`src/rtl/wb_arbiter.sv`:
```
`default_nettype none
// ============================================================================
//  Module      : wb_arbiter
//  Description : Round-robin arbiter sharing the register-file write port
//                between NREQ writeback requesters, with a registered write
//                stage and a per-register busy scoreboard for RAW stalls.
//  Revision    : 1.0 - initial release
// ============================================================================
module wb_arbiter #(
   parameter int NREQ  = 3,
   parameter int AW    = 5,
   parameter int DW    = 32,
   parameter int NREGS = 32
) (
   input  logic                 i_clk,
   input  logic                 i_rst,
   input  logic [NREQ-1:0]      i_req_vld,
   output logic [NREQ-1:0]      o_req_rdy,
   input  logic [NREQ*AW-1:0]   i_req_addr,
   input  logic [NREQ*DW-1:0]   i_req_data,
   output logic [AW-1:0]        o_reg_waddr,
   output logic [DW-1:0]        o_reg_wdata,
   output logic                 o_reg_wena,
   input  logic                 i_issue_vld,
   input  logic [AW-1:0]        i_issue_addr,
   input  logic                 i_flush,
   output logic [NREGS-1:0]     o_busy
);

   // Pointer width; one extra bit is used while wrapping the scan index.
   localparam int c_PTR_W = $clog2(NREQ);

   logic [c_PTR_W-1:0] r_ptr;
   logic [c_PTR_W:0]   w_scan;
   logic               w_gnt_found;
   logic               w_gnt_vld;
   logic [c_PTR_W-1:0] w_gnt_idx;
   logic [NREQ-1:0]    w_gnt_oh;
   logic [AW-1:0]      w_sel_addr;
   logic [DW-1:0]      w_sel_data;

   logic [AW-1:0]      r_waddr;
   logic [DW-1:0]      r_wdata;
   logic               r_wena;

   logic [NREGS-1:0]   r_busy;
   logic [NREGS-1:0]   w_set;
   logic [NREGS-1:0]   w_clr;

   // Scan requesters starting at the pointer, wrapping modulo NREQ; first valid wins.
   always_comb begin
      w_gnt_found = 1'b0;
      w_gnt_idx   = '0;
      w_scan      = '0;
      for (int i = 0; i < NREQ; i++) begin
         w_scan = {1'b0, r_ptr} + (c_PTR_W+1)'(i);
         if (w_scan >= (c_PTR_W+1)'(NREQ)) begin
            w_scan = w_scan - (c_PTR_W+1)'(NREQ);
         end
         if (!w_gnt_found && i_req_vld[w_scan[c_PTR_W-1:0]]) begin
            w_gnt_found = 1'b1;
            w_gnt_idx   = w_scan[c_PTR_W-1:0];
         end
      end
   end

   // Reset masks the grant so nothing transfers while the block is held in reset.
   assign w_gnt_vld = w_gnt_found & ~i_rst;
   assign w_gnt_oh  = NREQ'(1) << w_gnt_idx;
   assign o_req_rdy = w_gnt_vld ? w_gnt_oh : '0;

   // Select the winning requester's destination and data.
   always_comb begin
      w_sel_addr = '0;
      w_sel_data = '0;
      for (int k = 0; k < NREQ; k++) begin
         if (w_gnt_idx == c_PTR_W'(k)) begin
            w_sel_addr = i_req_addr[k*AW +: AW];
            w_sel_data = i_req_data[k*DW +: DW];
         end
      end
   end

   // Advance the round-robin pointer past the winner; hold when idle.
   always_ff @(posedge i_clk) begin
      if (i_rst) begin
         r_ptr <= '0;
      end else if (w_gnt_vld) begin
         if (w_gnt_idx == c_PTR_W'(NREQ-1)) begin
            r_ptr <= '0;
         end else begin
            r_ptr <= w_gnt_idx + c_PTR_W'(1);
         end
      end
   end

   // Register the accepted write; writes to x0 are accepted but not enabled.
   always_ff @(posedge i_clk) begin
      if (i_rst) begin
         r_waddr <= '0;
         r_wdata <= '0;
         r_wena  <= 1'b0;
      end else if (w_gnt_vld) begin
         r_waddr <= w_sel_addr;
         r_wdata <= w_sel_data;
         r_wena  <= (w_sel_addr != '0);
      end else begin
         r_wena  <= 1'b0;
      end
   end

   assign o_reg_waddr = r_waddr;
   assign o_reg_wdata = r_wdata;
   assign o_reg_wena  = r_wena;

   // Per-register set/clear terms; register 0 never becomes busy.
   for (genvar r = 0; r < NREGS; r++) begin : g_sb_bit
      if (r == 0) begin : g_zero
         assign w_set[r] = 1'b0;
         assign w_clr[r] = 1'b0;
      end else begin : g_reg
         assign w_set[r] = i_issue_vld && (i_issue_addr == AW'(r));
         assign w_clr[r] = w_gnt_vld && (w_sel_addr == AW'(r));
      end
   end

   // Scoreboard update: flush clears all, a new issue beats a retiring write.
   always_ff @(posedge i_clk) begin
      if (i_rst) begin
         r_busy <= '0;
      end else if (i_flush) begin
         r_busy <= '0;
      end else begin
         r_busy <= (r_busy & ~w_clr) | w_set;
      end
   end

   assign o_busy = r_busy;

endmodule
`default_nettype wire

```
`config.mk`:
```
export PLATFORM = sky130hd
export DESIGN_NAME = wb_arbiter
export DESIGN_NICKNAME = d
export VERILOG_FILES = /design/src/rtl/wb_arbiter.sv
export SDC_FILE = /design/constraint.sdc
export NUM_CORES = 1
export LEC_CHECK = 0
export BUFFER_PORTS_ARGS = -buffer_cell sky130_fd_sc_hd__buf_2
export CAP_MARGIN = 0
export CORE_UTILIZATION = 50
export CTS_BUF_LIST = sky130_fd_sc_hd__clkbuf_4 sky130_fd_sc_hd__clkbuf_8
export CTS_CLUSTER_DIAMETER = 120
export DETAILED_ROUTE_END_ITERATION = 7
export GPL_ROUTABILITY_DRIVEN = 0
export PLACE_DENSITY = 0.88
export SLEW_MARGIN = 30
export SYNTH_ARGS = -nofsm -noshare
export SYNTH_HDL_FRONTEND = slang
export SYNTH_SLANG_ARGS = --single-unit
```
`constraint.sdc`:
```
create_clock -name i_clk -period 4.67 [get_ports i_clk]
set_input_delay 1.401 -clock i_clk [delete_from_list [all_inputs] [get_ports i_clk]]
set_output_delay 1.401 -clock i_clk [all_outputs]
set_load 0.03 [all_outputs]
```
[After elaboration in Yosys (flattened, before gate mapping)]
Index checks and enable logic that the tools add are counted.
Widths: inputs -> output; s select.
Storage, ports and cells
  register bits: 72
  latch bits: 0
  RAM bits: 0
  memory bits (read-only): 0
  logic and storage cells: 181
  memories kept: 0
Cells by class
  add/subtract/negate cells: 6
  $mul: 0
  divide/modulo/power cells: 0
  $lt $le $gt $ge: 6
  eq/ne operators: 64
  shift-type cells: 1
  mux-type cells: 23
  bitwise logic cells: 6
  reductions and logical operators: 70
Operators by type and width (count)
  $eq 5x5->1 const B: 32
  $mux 32: 3
  $eq 5x4->1 const B: 16
  $logic_and 1x1->1: 64
  $eq 5x3->1 const B: 8
  $and 32x32->32: 1
  $not 32->32: 1
  $or 32x32->32: 1
  $eq 5x2->1 const B: 4
  $mux 5: 3
  $mux 2: 7
  $eq 5x1->1 const B: 2
  $lt 2x3->1 const B: 3
  $bmux 1 s2: 3
  $ge 3x2->1 const B: 2
  $mux 1: 6
  $sub 2x2->2 const B: 3
  $reduce_bool 5->1: 1
  $reduce_or 2->1: 2
  $add 2x1->3 const B: 1
  $add 2x2->3 const B: 1
  $mux 3: 1
  $shl 1x2->3 const A: 1
  $add 2x1->2 const B: 1
  7 further kinds: 9

[Logic depth before layout (Yosys ltp)]
  word-level depth: 20
  depth in mapped cells: 12
  depth with buffers taken out: 9

[Worst setup path before layout]
Ideal clock, no wire load.
  path type: input to output
  from: input i_req_vld[1]
  to: output o_req_rdy[0]
  arrival time: 3.062 ns
  path slack: 0.207 ns
  stages: 8
  buffers on the path: 2
  cells stage by stage: mux2i_1 nor2_1 a21oi_1 and3_1 buf_2 or2_2 clkbuf_1 nor3_1
On the way
  longest elaborated chain between the ends: 11
  elaborated cells between the ends (all ways): 19
Ends and longest elaborated chain
  from (decl): RTL line 17  | input logic [NREQ-1:0] i_req_vld,
  $bmux 1 s2: RTL line 60  | if (!w_gnt_found && i_req_vld[w_scan[c_PTR_W-1:0]]) begin
  $mux 1 (not written as such): RTL line 60
  $mux 1: RTL line 60
  $logic_not 1->1: RTL line 60
  $logic_and 1x1->1: RTL line 60
  $mux 1: RTL line 60
  $logic_not 1->1: RTL line 60
  $logic_and 1x1->1: RTL line 60
  $mux 2 or $mux 1 (tied branches): RTL line 60
  $shl 1x2->3 or $and 1x1->1 (tied branches): RTL line 69, 68
  $mux 3 *: RTL line 70  | assign o_req_rdy = w_gnt_vld ? w_gnt_oh : '0;
  to (decl): RTL line 18  | output logic [NREQ-1:0] o_req_rdy,
Every way passes the cells marked *; elsewhere a longest branch is shown, timed or not. The select of a mux whose other input is x is not followed.

[Final worst setup path]
Same ends and word-level chain as after synthesis.

==> results.py <==
metrics = {
    "routing": {
        "wire_per_inst_um": 15.38,
        "drt-vias-per-instance": 5.619,
        "dr_total_vias": 4231,
        "detail-route-antenna-nets": 0,
        "dr.pass1.iters": 5,
        "drt_wl_total_um": 11580,
        "drt_iter0_markers": 291,
        "drt_drc_violations_left": 0,
    },
    "synth": {
        "yosysSeqAreaShare_pct": 37.31,
        "avgSynthCellArea_um2": 8.106,
        "synthesis.area_um2": 3810,
        "synth_area_leaders": "dfxtp_1 (37%), mux2i_1 (9.2%), o21ai_0 (8.8%)",
        "synth.most_common_cell": "dfxtp_1",
        "ys_warn_count": 0,
        "synth_top_cell_by_area": "dfxtp_1",
        "synthArstFlopShare_pct": 0,
        "synth_edf_count": 0,
        "syn_inst": 470,
        "synth.distinct_cells": 43,
        "netlist_top_cells_count": "dfxtp_1 (71), o21ai_0 (67), nand2_1 (47)",
        "netlist.area_leader.share_pct": 37.31,
        "synth-main-ff-cell": "dfxtp_1",
        "syn_nets": 597,
        "synth.ff_latch_count": 71,
    },
    "clocking": {
        "cts_tree": "yes",
        "cts_root_buf": "clkbuf_8",
        "cts_sinks": 71,
        "cts_max_level": 3,
        "hold_buffers": 0,
        "cts_buffers": 9,
        "clk_path_buf_depth": 2,
        "clk_pin_slew_ps": 70,
        "postCtsSetupRepairBufs": 0,
        "cts_resized": 0,
        "clkLatencyLatePin_ps": 340,
    },
    "layout": {
        "nets": 776,
        "final_layout_size_suffix_gt1_share_pct": 37.46,
        "synthToLayoutAreaGrowth_pct": 33.07,
        "insertedDiodeCount": 0,
        "instances_no_fill": 753,
    },
    "worst_hold_path": {
        "min_path_cells": 2,
        "hold_class": "register to register",
    },
    "setup_path": {
        "critPathArrivalTime_ps": 2970,
        "crit_path_start_kind": "input pin",
        "worstPathRequired_ps": 3270,
        "end_kind": "output pin",
        "path_class": "input pin to output pin",
        "critPathMaxFanout": 7,
        "r2r_cells": 10,
    },
    "floorplanning": {
        "die_w_um": 89.29,
        "die_area_um2": 7973,
        "rows": 31,
        "core_um2": 7292,
        "start_util_pct": 52.25,
        "die_h_um": 89.29,
        "io_pins": 196,
    },
    "global_routing": {
        "grt_pass1_wl_um": 17780,
        "grt_max_degree": 68,
        "grt_pass1_vias": 3821,
        "antenna_found_initial": 0,
        "grt_overflow": 0,
        "grtUsageTotal_pct": 29.14,
    },
    "place": {
        "numPortBuffers": 194,
        "placedCellCount": 737,
        "post-dp-hpwl_um": 8817,
    },
    "timing": {
        "worst_pin_slew_ps": 810.3,
        "grt_setup_unrepaired": "no",
        "period_share_pct": 93.63,
        "slew_violations": 0,
        "finalHoldViolCount": 0,
        "finalSetupViolations": 0,
        "fmax_mhz": 228.7,
        "fin_tns_setup_ps": 0,
        "fin_crit_ps": 4373,
        "fin_hold_ws_ps": 448.4,
        "max-slew-margin-rel_pct": 45.83,
        "clock_skew_ps": 7.148,
    },
    "pwr": {
        "cellLeakagePower_nw": 2.358,
        "irDropWorstVdd_uv": 305.2,
        "p_per_area_nw_per_um2": 598.1,
    },
    "outcome": {
        "run_status": "finished clean",
    },
    "flow_run": {
        "maxCapViolCount": 0,
    },
}
-- stage by stage --
stage	total power, W	util, %	area, um2	setup WS (ps)
detailed placement	0.002444	66.18	4826	306.0
global placement	0.002389	66.18	4826	365.0
finish	0.003032	69.53	5070	297.3
global route	0.003213	69.53	5070	199.1
CTS	0.003036	69.53	5070	301.4
floorplan	0.002037	-	3810	207.0
-- routing by layer --
layer  global-route usage, %  wire (um)  vias up
met3                   6.556       1029       26
met4                   13.42        299        0
met1                   33.31       4433     1905
li1                        -          -     2070
met5                       0          0        -
met2                   51.70       5820      230
-- cell type report --
class / count / area (um2)
fill: 625 / 2222
clock inverter: 7 / 120.1
inverter: 3 / 11.26
sequential: 71 / 1421
timing repair buffer: 199 / 1008
tap: 99 / 123.9
clock buffer: 9 / 123.9
multi-input combinational: 365 / 2261
-- registers in the layout, summed over array words and instances, names as in the netlist --
register     count
o_busy          31
o_reg_waddr      5
o_reg_wdata     32
o_reg_wena       1
r_ptr            2
-- logic make-up after synthesis --
kind of cell	count (synthesis)	synth area share, %
AOI/OAI and AO/OA	148	24.14
adders and majority gates	4	1.314
buffers and inverters	34	3.678
DFF	71	37.31
muxes	36	9.491
other	1	0.09843
and+or+nand+nor	176	23.97
-- where the power goes --
group	switching [W]	internal [W]
logic	0.00106	0.000543
registers	0.0000821	0.000758
clock network	0.000235	0.000356
total	0.00137	0.00166
-- critical path, stage by stage --
cell,delay (ps)
buf_2,140
mux2i_1,90
nor2_1,100
a21oi_1,70
and3_1,290
or2_2,380
nor3_1,250
buf_2,240
-- worst paths after layout --
check | from | end | slack [ps]
setup / recovery | i_req_vld[1] | o_req_rdy[0] | 300
hold / removal | o_reg_waddr[4] | o_reg_waddr[4] | 450
setup reg to reg | r_ptr[0] | o_busy[15] | 1420
hold reg to reg | o_reg_waddr[4] | o_reg_waddr[4] | 450
-- cells in the final DEF (no fill, tap or decap), types with 7 or more instances in the layout --
cell type    n
a21oi_1     27
a21oi_2     12
a22o_1      30
buf_2      194
clkbuf_8     9
dfxtp_1     71
mux2i_1     35
nand2_1     46
nand2b_1     7
nor2_1      34
nor3_1      44
o21ai_0     67
No activity file was read; power rests on OpenSTA's default activity.
